File: src/rtl/exec_pipe_unit_pkg.sv
// Shared types and constants for the exec_pipe_unit execute stage.
// The multiply ops are always enumerated; they only execute when EXEC_PIPE_MUL_EN is defined.
package exec_pipe_unit_pkg;

    typedef enum logic [5:0] {
        OP_NOP    = 6'd0,
        OP_ADD, OP_SUB, OP_SLL, OP_SLT, OP_SLTU, OP_XOR, OP_SRL, OP_SRA, OP_OR, OP_AND,
        OP_ADDI, OP_SLTI, OP_SLTIU, OP_XORI, OP_ORI, OP_ANDI, OP_SLLI, OP_SRLI, OP_SRAI,
        OP_LUI, OP_AUIPC, OP_JAL, OP_JALR,
        OP_BEQ, OP_BNE, OP_BLT, OP_BGE, OP_BLTU, OP_BGEU,
        OP_DIV, OP_DIVU, OP_REM, OP_REMU,
        OP_MUL, OP_MULH, OP_MULHSU, OP_MULHU
    } exec_op_t;

    typedef enum logic [1:0] {IDLE, BUSY, DONE, MUL} exec_state_t;

    localparam int unsigned PC_STEP    = 4;
    localparam logic [63:0] DIV_ZERO_Q = '1;

    function automatic logic is_imm_op(input exec_op_t op);
        return op inside {OP_ADDI, OP_SLTI, OP_SLTIU, OP_XORI, OP_ORI, OP_ANDI,
                          OP_SLLI, OP_SRLI, OP_SRAI};
    endfunction

    function automatic logic is_div_op(input exec_op_t op);
        return op inside {OP_DIV, OP_DIVU, OP_REM, OP_REMU};
    endfunction

    function automatic logic is_mul_op(input exec_op_t op);
        return op inside {OP_MUL, OP_MULH, OP_MULHSU, OP_MULHU};
    endfunction

endpackage

File: src/rtl/exec_div_iter.sv
// Unsigned radix-2 restoring divider: one quotient bit per cycle, XLEN cycles per divide.
// done is high during the cycle whose clock edge retires the final iteration.
module exec_div_iter #(
    parameter int XLEN = 32
) (
    input  logic            clk,
    input  logic            rst,
    input  logic            start,
    input  logic            abort,
    input  logic [XLEN-1:0] dividend,
    input  logic [XLEN-1:0] divisor,
    output logic            busy,
    output logic            done,
    output logic [XLEN-1:0] quotient,
    output logic [XLEN-1:0] remainder
);

    localparam int CNT_W = $clog2(XLEN);

    logic             busy_q, busy_d;
    logic [CNT_W-1:0] cnt_q, cnt_d;
    logic [XLEN-1:0]  quo_q, quo_d;
    logic [XLEN-1:0]  rem_q, rem_d;
    logic [XLEN-1:0]  dsr_q, dsr_d;
    logic [XLEN:0]    rem_shift;
    logic [XLEN:0]    diff;

    // The extra top bit of diff is the borrow: set means the trial subtraction failed.
    always_comb begin
        busy_d    = busy_q;
        cnt_d     = cnt_q;
        quo_d     = quo_q;
        rem_d     = rem_q;
        dsr_d     = dsr_q;
        rem_shift = {rem_q, quo_q[XLEN-1]};
        diff      = rem_shift - {1'b0, dsr_q};
        if (abort) begin
            busy_d = 1'b0;
        end else if (start) begin
            busy_d = 1'b1;
            cnt_d  = '0;
            quo_d  = dividend;
            rem_d  = '0;
            dsr_d  = divisor;
        end else if (busy_q) begin
            if (diff[XLEN]) begin
                rem_d = rem_shift[XLEN-1:0];
                quo_d = {quo_q[XLEN-2:0], 1'b0};
            end else begin
                rem_d = diff[XLEN-1:0];
                quo_d = {quo_q[XLEN-2:0], 1'b1};
            end
            cnt_d = cnt_q + CNT_W'(1);
            if (cnt_q == CNT_W'(XLEN-1)) begin
                busy_d = 1'b0;
            end
        end
    end

    always_ff @(posedge clk) begin
        if (rst) begin
            busy_q <= 1'b0;
            cnt_q  <= '0;
            quo_q  <= '0;
            rem_q  <= '0;
            dsr_q  <= '0;
        end else begin
            busy_q <= busy_d;
            cnt_q  <= cnt_d;
            quo_q  <= quo_d;
            rem_q  <= rem_d;
            dsr_q  <= dsr_d;
        end
    end

    assign busy      = busy_q;
    assign done      = busy_q && !abort && (cnt_q == CNT_W'(XLEN-1));
    assign quotient  = quo_q;
    assign remainder = rem_q;

endmodule

File: src/rtl/exec_pipe_unit.sv
// RV32I/RV64I execute stage with registered writeback record, branch resolution and iterative divide.
// Define EXEC_PIPE_MUL_EN to add the two-cycle MUL/MULH/MULHSU/MULHU path.
module exec_pipe_unit
    import exec_pipe_unit_pkg::*;
#(
    parameter int XLEN       = 32,
    parameter int SHAMT_W    = $clog2(XLEN),
    parameter int REG_ADDR_W = 5
) (
    input  logic                  clk,
    input  logic                  rst,
    input  logic                  flush,
    input  logic                  in_valid,
    output logic                  in_ready,
    input  exec_op_t              in_op,
    input  logic [XLEN-1:0]       in_pc,
    input  logic [XLEN-1:0]       in_rs1_val,
    input  logic [XLEN-1:0]       in_rs2_val,
    input  logic [XLEN-1:0]       in_imm,
    input  logic [REG_ADDR_W-1:0] in_rd,
    output logic                  out_valid,
    input  logic                  out_ready,
    output logic [REG_ADDR_W-1:0] out_rd,
    output logic                  out_rd_we,
    output logic [XLEN-1:0]       out_rd_value,
    output logic [XLEN-1:0]       out_next_pc,
    output logic                  redirect_valid,
    output logic [XLEN-1:0]       redirect_pc,
    output logic                  misalign
);

    localparam logic [XLEN-1:0] XMIN = {1'b1, {(XLEN-1){1'b0}}};
    localparam logic [XLEN-1:0] STEP = XLEN'(PC_STEP);

    exec_state_t state_q, state_d;

    logic                  out_valid_q, out_valid_d;
    logic [REG_ADDR_W-1:0] out_rd_q, out_rd_d;
    logic                  out_rd_we_q, out_rd_we_d;
    logic [XLEN-1:0]       out_rd_value_q, out_rd_value_d;
    logic [XLEN-1:0]       out_next_pc_q, out_next_pc_d;
    logic                  redirect_valid_q, redirect_valid_d;
    logic [XLEN-1:0]       redirect_pc_q, redirect_pc_d;
    logic                  misalign_q, misalign_d;

    logic [REG_ADDR_W-1:0] pend_rd_q, pend_rd_d;
    logic [XLEN-1:0]       pend_pc_q, pend_pc_d;
    logic [XLEN-1:0]       pend_value_q, pend_value_d;
    logic                  pend_special_q, pend_special_d;
    logic                  pend_rem_q, pend_rem_d;
    logic                  pend_qneg_q, pend_qneg_d;
    logic                  pend_rneg_q, pend_rneg_d;

`ifdef EXEC_PIPE_MUL_EN
    exec_op_t              mul_op_q, mul_op_d;
    logic [XLEN-1:0]       mul_a_q, mul_a_d;
    logic [XLEN-1:0]       mul_b_q, mul_b_d;
    logic [2*XLEN-1:0]     mul_a_ext, mul_b_ext, mul_prod;
    logic [XLEN-1:0]       mul_result;
`endif

    logic                  out_free, accept;
    logic [XLEN-1:0]       op_b, link, jalr_sum;
    logic [SHAMT_W-1:0]    shamt;
    logic [XLEN-1:0]       sc_value, sc_target, sc_next_pc;
    logic                  sc_writes, sc_taken, sc_misalign, sc_we;

    logic                  div_signed, div_is_rem, div_a_neg, div_b_neg, div_zero, div_ovf;
    logic [XLEN-1:0]       div_a_abs, div_b_abs, div_special_value;
    logic                  div_start, div_abort, div_busy, div_done;
    logic [XLEN-1:0]       div_quo, div_rem, div_q_fix, div_r_fix;

    // Single-cycle datapath: result, target and write enable for whatever op sits on the inputs.
    always_comb begin
        op_b      = is_imm_op(in_op) ? in_imm : in_rs2_val;
        shamt     = op_b[SHAMT_W-1:0];
        link      = in_pc + STEP;
        jalr_sum  = in_rs1_val + in_imm;
        sc_value  = '0;
        sc_writes = 1'b0;
        sc_taken  = 1'b0;
        sc_target = in_pc + in_imm;
        case (in_op)
            OP_ADD, OP_ADDI:   begin sc_value = in_rs1_val + op_b; sc_writes = 1'b1; end
            OP_SUB:            begin sc_value = in_rs1_val - op_b; sc_writes = 1'b1; end
            OP_SLL, OP_SLLI:   begin sc_value = in_rs1_val << shamt; sc_writes = 1'b1; end
            OP_SLT, OP_SLTI:   begin sc_value = XLEN'($signed(in_rs1_val) < $signed(op_b)); sc_writes = 1'b1; end
            OP_SLTU, OP_SLTIU: begin sc_value = XLEN'(in_rs1_val < op_b); sc_writes = 1'b1; end
            OP_XOR, OP_XORI:   begin sc_value = in_rs1_val ^ op_b; sc_writes = 1'b1; end
            OP_SRL, OP_SRLI:   begin sc_value = in_rs1_val >> shamt; sc_writes = 1'b1; end
            OP_SRA, OP_SRAI:   begin sc_value = $signed(in_rs1_val) >>> shamt; sc_writes = 1'b1; end
            OP_OR, OP_ORI:     begin sc_value = in_rs1_val | op_b; sc_writes = 1'b1; end
            OP_AND, OP_ANDI:   begin sc_value = in_rs1_val & op_b; sc_writes = 1'b1; end
            OP_LUI:            begin sc_value = in_imm; sc_writes = 1'b1; end
            OP_AUIPC:          begin sc_value = in_pc + in_imm; sc_writes = 1'b1; end
            OP_JAL:            begin sc_value = link; sc_writes = 1'b1; sc_taken = 1'b1; end
            OP_JALR: begin
                sc_value  = link;
                sc_writes = 1'b1;
                sc_taken  = 1'b1;
                sc_target = {jalr_sum[XLEN-1:1], 1'b0};
            end
            OP_BEQ:  sc_taken = (in_rs1_val == in_rs2_val);
            OP_BNE:  sc_taken = (in_rs1_val != in_rs2_val);
            OP_BLT:  sc_taken = ($signed(in_rs1_val) < $signed(in_rs2_val));
            OP_BGE:  sc_taken = ($signed(in_rs1_val) >= $signed(in_rs2_val));
            OP_BLTU: sc_taken = (in_rs1_val < in_rs2_val);
            OP_BGEU: sc_taken = (in_rs1_val >= in_rs2_val);
            default: ;
        endcase
        sc_misalign = sc_taken && (sc_target[1:0] != 2'b00);
        sc_we       = sc_writes && (in_rd != '0) && !sc_misalign;
        sc_next_pc  = sc_taken ? sc_target : link;
    end

    // Divide setup: the core sees magnitudes; sign fix and the two bypass cases live here.
    always_comb begin
        div_signed = (in_op == OP_DIV) || (in_op == OP_REM);
        div_is_rem = (in_op == OP_REM) || (in_op == OP_REMU);
        div_a_neg  = div_signed && in_rs1_val[XLEN-1];
        div_b_neg  = div_signed && in_rs2_val[XLEN-1];
        div_a_abs  = div_a_neg ? -in_rs1_val : in_rs1_val;
        div_b_abs  = div_b_neg ? -in_rs2_val : in_rs2_val;
        div_zero   = (in_rs2_val == '0);
        div_ovf    = div_signed && (in_rs1_val == XMIN) && (in_rs2_val == '1);
        if (div_zero) begin
            div_special_value = div_is_rem ? in_rs1_val : DIV_ZERO_Q[XLEN-1:0];
        end else begin
            div_special_value = div_is_rem ? '0 : XMIN;
        end
        div_q_fix = pend_qneg_q ? -div_quo : div_quo;
        div_r_fix = pend_rneg_q ? -div_rem : div_rem;
    end

`ifdef EXEC_PIPE_MUL_EN
    always_comb begin
        mul_a_ext  = {{XLEN{mul_a_q[XLEN-1] & (mul_op_q inside {OP_MULH, OP_MULHSU})}}, mul_a_q};
        mul_b_ext  = {{XLEN{mul_b_q[XLEN-1] & (mul_op_q == OP_MULH)}}, mul_b_q};
        mul_prod   = mul_a_ext * mul_b_ext;
        mul_result = (mul_op_q == OP_MUL) ? mul_prod[XLEN-1:0] : mul_prod[2*XLEN-1:XLEN];
    end
`endif

    assign out_free  = !out_valid_q || out_ready;
    assign in_ready  = (state_q == IDLE) && out_free;
    assign accept    = in_valid && in_ready && !flush;
    assign div_abort = flush;

    // Control FSM and output record; flush is applied last so it overrides every other update.
    always_comb begin
        state_d          = state_q;
        out_valid_d      = out_valid_q && !out_ready;
        out_rd_d         = out_rd_q;
        out_rd_we_d      = out_rd_we_q;
        out_rd_value_d   = out_rd_value_q;
        out_next_pc_d    = out_next_pc_q;
        redirect_valid_d = 1'b0;
        redirect_pc_d    = redirect_pc_q;
        misalign_d       = misalign_q;
        pend_rd_d        = pend_rd_q;
        pend_pc_d        = pend_pc_q;
        pend_value_d     = pend_value_q;
        pend_special_d   = pend_special_q;
        pend_rem_d       = pend_rem_q;
        pend_qneg_d      = pend_qneg_q;
        pend_rneg_d      = pend_rneg_q;
        div_start        = 1'b0;
`ifdef EXEC_PIPE_MUL_EN
        mul_op_d         = mul_op_q;
        mul_a_d          = mul_a_q;
        mul_b_d          = mul_b_q;
`endif
        case (state_q)
            IDLE: begin
                if (accept) begin
                    if (is_div_op(in_op)) begin
                        pend_rd_d      = in_rd;
                        pend_pc_d      = in_pc;
                        pend_rem_d     = div_is_rem;
                        pend_qneg_d    = div_a_neg ^ div_b_neg;
                        pend_rneg_d    = div_a_neg;
                        pend_special_d = div_zero || div_ovf;
                        pend_value_d   = div_special_value;
                        if (div_zero || div_ovf) begin
                            state_d = DONE;
                        end else begin
                            div_start = 1'b1;
                            state_d   = BUSY;
                        end
                    end
`ifdef EXEC_PIPE_MUL_EN
                    else if (is_mul_op(in_op)) begin
                        pend_rd_d = in_rd;
                        pend_pc_d = in_pc;
                        mul_op_d  = in_op;
                        mul_a_d   = in_rs1_val;
                        mul_b_d   = in_rs2_val;
                        state_d   = MUL;
                    end
`endif
                    else begin
                        out_valid_d      = 1'b1;
                        out_rd_d         = in_rd;
                        out_rd_we_d      = sc_we;
                        out_rd_value_d   = sc_value;
                        out_next_pc_d    = sc_next_pc;
                        redirect_valid_d = sc_taken;
                        redirect_pc_d    = sc_taken ? sc_target : '0;
                        misalign_d       = sc_misalign;
                    end
                end
            end
            BUSY: begin
                if (div_done) begin
                    state_d = DONE;
                end else if (!div_busy) begin
                    state_d = IDLE;
                end
            end
            DONE: begin
                if (out_free) begin
                    out_valid_d    = 1'b1;
                    out_rd_d       = pend_rd_q;
                    out_rd_we_d    = (pend_rd_q != '0);
                    out_rd_value_d = pend_special_q ? pend_value_q :
                                     (pend_rem_q ? div_r_fix : div_q_fix);
                    out_next_pc_d  = pend_pc_q + STEP;
                    redirect_pc_d  = '0;
                    misalign_d     = 1'b0;
                    state_d        = IDLE;
                end
            end
            MUL: begin
`ifdef EXEC_PIPE_MUL_EN
                if (out_free) begin
                    out_valid_d    = 1'b1;
                    out_rd_d       = pend_rd_q;
                    out_rd_we_d    = (pend_rd_q != '0);
                    out_rd_value_d = mul_result;
                    out_next_pc_d  = pend_pc_q + STEP;
                    redirect_pc_d  = '0;
                    misalign_d     = 1'b0;
                    state_d        = IDLE;
                end
`else
                state_d = IDLE;
`endif
            end
            default: state_d = IDLE;
        endcase
        if (flush) begin
            state_d          = IDLE;
            out_valid_d      = 1'b0;
            redirect_valid_d = 1'b0;
            div_start        = 1'b0;
        end
    end

    always_ff @(posedge clk) begin
        if (rst) begin
            state_q          <= IDLE;
            out_valid_q      <= 1'b0;
            out_rd_q         <= '0;
            out_rd_we_q      <= 1'b0;
            out_rd_value_q   <= '0;
            out_next_pc_q    <= '0;
            redirect_valid_q <= 1'b0;
            redirect_pc_q    <= '0;
            misalign_q       <= 1'b0;
            pend_rd_q        <= '0;
            pend_pc_q        <= '0;
            pend_value_q     <= '0;
            pend_special_q   <= 1'b0;
            pend_rem_q       <= 1'b0;
            pend_qneg_q      <= 1'b0;
            pend_rneg_q      <= 1'b0;
`ifdef EXEC_PIPE_MUL_EN
            mul_op_q         <= OP_NOP;
            mul_a_q          <= '0;
            mul_b_q          <= '0;
`endif
        end else begin
            state_q          <= state_d;
            out_valid_q      <= out_valid_d;
            out_rd_q         <= out_rd_d;
            out_rd_we_q      <= out_rd_we_d;
            out_rd_value_q   <= out_rd_value_d;
            out_next_pc_q    <= out_next_pc_d;
            redirect_valid_q <= redirect_valid_d;
            redirect_pc_q    <= redirect_pc_d;
            misalign_q       <= misalign_d;
            pend_rd_q        <= pend_rd_d;
            pend_pc_q        <= pend_pc_d;
            pend_value_q     <= pend_value_d;
            pend_special_q   <= pend_special_d;
            pend_rem_q       <= pend_rem_d;
            pend_qneg_q      <= pend_qneg_d;
            pend_rneg_q      <= pend_rneg_d;
`ifdef EXEC_PIPE_MUL_EN
            mul_op_q         <= mul_op_d;
            mul_a_q          <= mul_a_d;
            mul_b_q          <= mul_b_d;
`endif
        end
    end

    exec_div_iter #(.XLEN(XLEN)) u_div (
        .clk       (clk),
        .rst       (rst),
        .start     (div_start),
        .abort     (div_abort),
        .dividend  (div_a_abs),
        .divisor   (div_b_abs),
        .busy      (div_busy),
        .done      (div_done),
        .quotient  (div_quo),
        .remainder (div_rem)
    );

    assign out_valid      = out_valid_q;
    assign out_rd         = out_rd_q;
    assign out_rd_we      = out_rd_we_q;
    assign out_rd_value   = out_rd_value_q;
    assign out_next_pc    = out_next_pc_q;
    assign redirect_valid = redirect_valid_q;
    assign redirect_pc    = redirect_pc_q;
    assign misalign       = misalign_q;

endmodule

File: config.mk
export PLATFORM = sky130hd
export DESIGN_NAME = exec_pipe_unit
export DESIGN_NICKNAME = d
export VERILOG_FILES = /design/src/rtl/exec_pipe_unit_pkg.sv /design/src/rtl/exec_div_iter.sv /design/src/rtl/exec_pipe_unit.sv
export SDC_FILE = /design/constraint.sdc
export NUM_CORES = 2
export LEC_CHECK = 0
export CORE_UTILIZATION = 35
export DETAILED_ROUTE_END_ITERATION = 16
export PLACE_DENSITY = 0.6
export SETUP_SLACK_MARGIN = 0.4
export SLEW_MARGIN = 0
export SYNTH_ARGS = -nofsm -noshare
export SYNTH_HDL_FRONTEND = slang
export SYNTH_SLANG_ARGS = --single-unit
File: constraint.sdc
create_clock -name clk -period 18.3 [get_ports clk]
set_clock_uncertainty 0.2 [all_clocks]
set_input_delay 3.66 -clock clk [delete_from_list [all_inputs] [get_ports clk]]
set_output_delay 3.66 -clock clk [all_outputs]
set_load 0.1 [all_outputs]
==> impl_metrics.ini <==
[worst_setup_path]
end_kind = register
critPathTopFamily = compound AO/OA/AOI/OAI gates
crit_buf_inv = 3
worstPathArrival_ps = 10250
cpMaxStageDelayCell = clkdlybuf4s50_1
slowest_delay_ps = 890
critPathKind = primary input to register
critical_path_required_ps = 18620
crit_path_start_kind = primary input
critPathMaxFanout = 29
cpMostUsedCell = a2111oi_0
crit_chain = clkdlybuf4s50_1, a21o_1, a32oi_2, and2_2, buf_4, inv_4, ha_1, nor2b_1, o21ai_0, a2111oi_0, a211oi_1, o31a_1, o21ai_0, a2111oi_0, a41oi_1, nor2_1, a2111oi_0, nor3_1

[logic_synthesis]
async_flop_share = 0
syn_inst = 4537
synth_cell_types = 103
yosys.area.top_type = dfxtp_1
netlist_area_sq_um = 32100
yosysWarningCount = 0
synth_area_per_cell_sq_um = 7.07
synthTopCellsByArea = dfxtp_1 18%, ha_1 9.0%, a21oi_1 6.3%
synth_nets = 4916
synth_seq_cells = 282
synth_top_area_share = 0.176
yosys_most_used_dff = dfxtp_1
synth_edf_count = 0
yosysSeqAreaShare = 0.176

[clock_network]
root_buffer = clkbuf_16
clkLatencyLatePin_ps = 590
cts_buffer_depth = 3
cts-resized-gates = 0
htreeDepth = 2
cts_sinks = 282
path_clk_slew_ps = 60
cts_tree = yes
post_cts_buffers = 0
holdBufCountCts = 0
cts_inserted_buffers = 38

[die]
ios = 250
die_area_sq_um = 92900
num_rows = 110
core_area_sq_um = 90400
initial_core_util = 0.355
die_h_um = 305
die_w_um = 305

[power]
powerDensity_nw_per_um2 = 66.1
p_leak_nw = 14.2
switching_power_mw = 1.08
pwr-share-comb = 0.428
p_clk_frac = 0.309
p_int_mw = 1.36
seq_power_share = 0.263
ir_drop_mv = 0.0493
swShare = 0.444

[route]
drt-total-wl_um = 197000
wl_per_cell_um = 33.8
first_pass_iters = 9
via_count = 38498
vias_per_cell = 6.60
drt_iter0_drc = 5411
ant_nets = 0
drcViolationCount = 0

[timing]
hold_ws_ps = 252
min_period_ps = 9930
worst_pin_slew_ps = 1300
rsz0062_at_grt = no
slew_viol_final = 0
fmaxAchievable_mhz = 101
relSlewSlack = 0.129
hold_viol_final = 0
setup_viol = 0
tns_ps = 0
period_share = 0.543

[global_routing]
grt_usage = 0.409
overflow = 0
grt_pass1_vias = 34537
grt_pass1_wl_um = 273000
antenna_found_initial = 17
grt_max_degree = 95

[place]
place_congestion = 1.09
hpwl_um = 155000
place_area_sq_um = 35800
dp_cells = 5760
port_buffers = 249

[cells_and_area]
mostFrequentLayoutCells = 533 x nand2_1, 436 x nor2_1, 403 x a21oi_1, 287 x o21ai_0, 280 x dfxtp_1
final_nets = 5003
layout.cells.non_filler = 5833
final_area_sq_um = 37000
syn2layout_area_growth_pct = 15.3
layout_commonest_cell = nand2_1
drive_gt1_frac = 0.0652
final_util = 0.409
multi_input_area_sq_um = 24500
register_area_sq_um = 5650
fillCellCount = 9572

[flow_run]
drv_cap = 0

[hold_path]
hp-class = register to register

[outcome]
outcome = finished clean
==> area by class of cell <==
type | instances | share of cell area
well taps | 1176 | 0.0398
multi-input cells | 3735 | 0.663
clock buffers | 50 | 0.0283
repair buffers | 364 | 0.0908
diodes | 7 | 0.000474
clock inverters | 16 | 0.00430
flip-flops and latches | 282 | 0.153
inverters | 203 | 0.0207
==> stage by stage <==
stage                     setup WS [ps]  total power, mW
after floorplan                    9280             1.26
after global placement             8140             1.66
after detailed placement           8110             1.65
after CTS                          8700             2.40
after global routing               8130             2.51
final                              8370             2.44
==> final timing paths <==
check,startpoint,to,slack (ps),cells after the start
setup / recovery,in_op[2],out_rd_value[28],8370,18
setup reg to reg,u_div.quotient[31],u_div.remainder[1],13370,16
hold reg to reg,pend_value_q[18],pend_value_q[18],250,2
hold / removal,pend_value_q[18],pend_value_q[18],250,2
==> cell families (layout without fill, tap and decap cells) <==
family          count (synthesis)  after routing  share of synthesized area
buf+inv                       520            633                     0.0642
fa+ha+maj                     235            235                     0.0926
xor+xnor                      304            304                     0.0830
mux                           194            194                     0.0629
compound gates               1502           1502                      0.309
flops                         282            282                      0.176
simple gates                 1500           1500                      0.212
other cells                     0              7                          0
==> sequential cells by signal (all words and copies together), names as in the netlist, 32 cells and up <==
register	cells
u_div.quotient	32
u_div.remainder	32
redirect_pc	32
out_next_pc	32
u_div.dsr_q	32
out_rd_value	32
pend_pc_q	32
pend_value_q	32
==> worst reg2reg max path: stages (launching register included) <==
cell and delay, ps:
dfxtp_1 310, buf_4 190, inv_1 70, ha_1 210
inv_1 70, fa_1 200, a21o_1 130, a21o_1 200
a2111oi_0 190, or3_1 500, a2111oi_0 960, o21ai_0 370
xnor2_2 190, buf_4 520, nor2_1 190, a21oi_1 140
a211oi_1 90
==> synth_stat cells, types with 43 or more instances <==
library cell / instances
buf_2: 43
mux2_2: 56
a311oi_1: 49
o31ai_1: 51
a31oi_1: 50
ha_1: 231
a21oi_1: 403
clkbuf_1: 236
a21o_1: 76
a211oi_1: 104
inv_1: 197
dfxtp_1: 282
nand4_1: 59
nor2_1: 440
xor2_1: 99
o21ai_0: 288
nand2_1: 535
nor3_1: 86
o211ai_1: 83
xnor2_1: 205
mux2i_1: 136
nand3_1: 129
==> per-layer routing <==
metal  global-route usage  up-vias  part of all wire
met5                    0        -           0.00047
met4                0.200       16             0.058
met3                0.133      475              0.13
met1                0.560    18751              0.42
met2                0.569     2452              0.39
li1                     -    16804                 -
==> power by group through the flow <==
stage	registers, mW	clock network (mW)	logic [mW]
finish	0.643	0.754	1.05
global route	0.644	0.782	1.08
CTS	0.642	0.758	1.00
detailed placement	0.656	0	0.996
global placement	0.656	0	1.01
floorplan	0.721	0	0.535
Note: power is estimated with default switching activity, not from simulation.
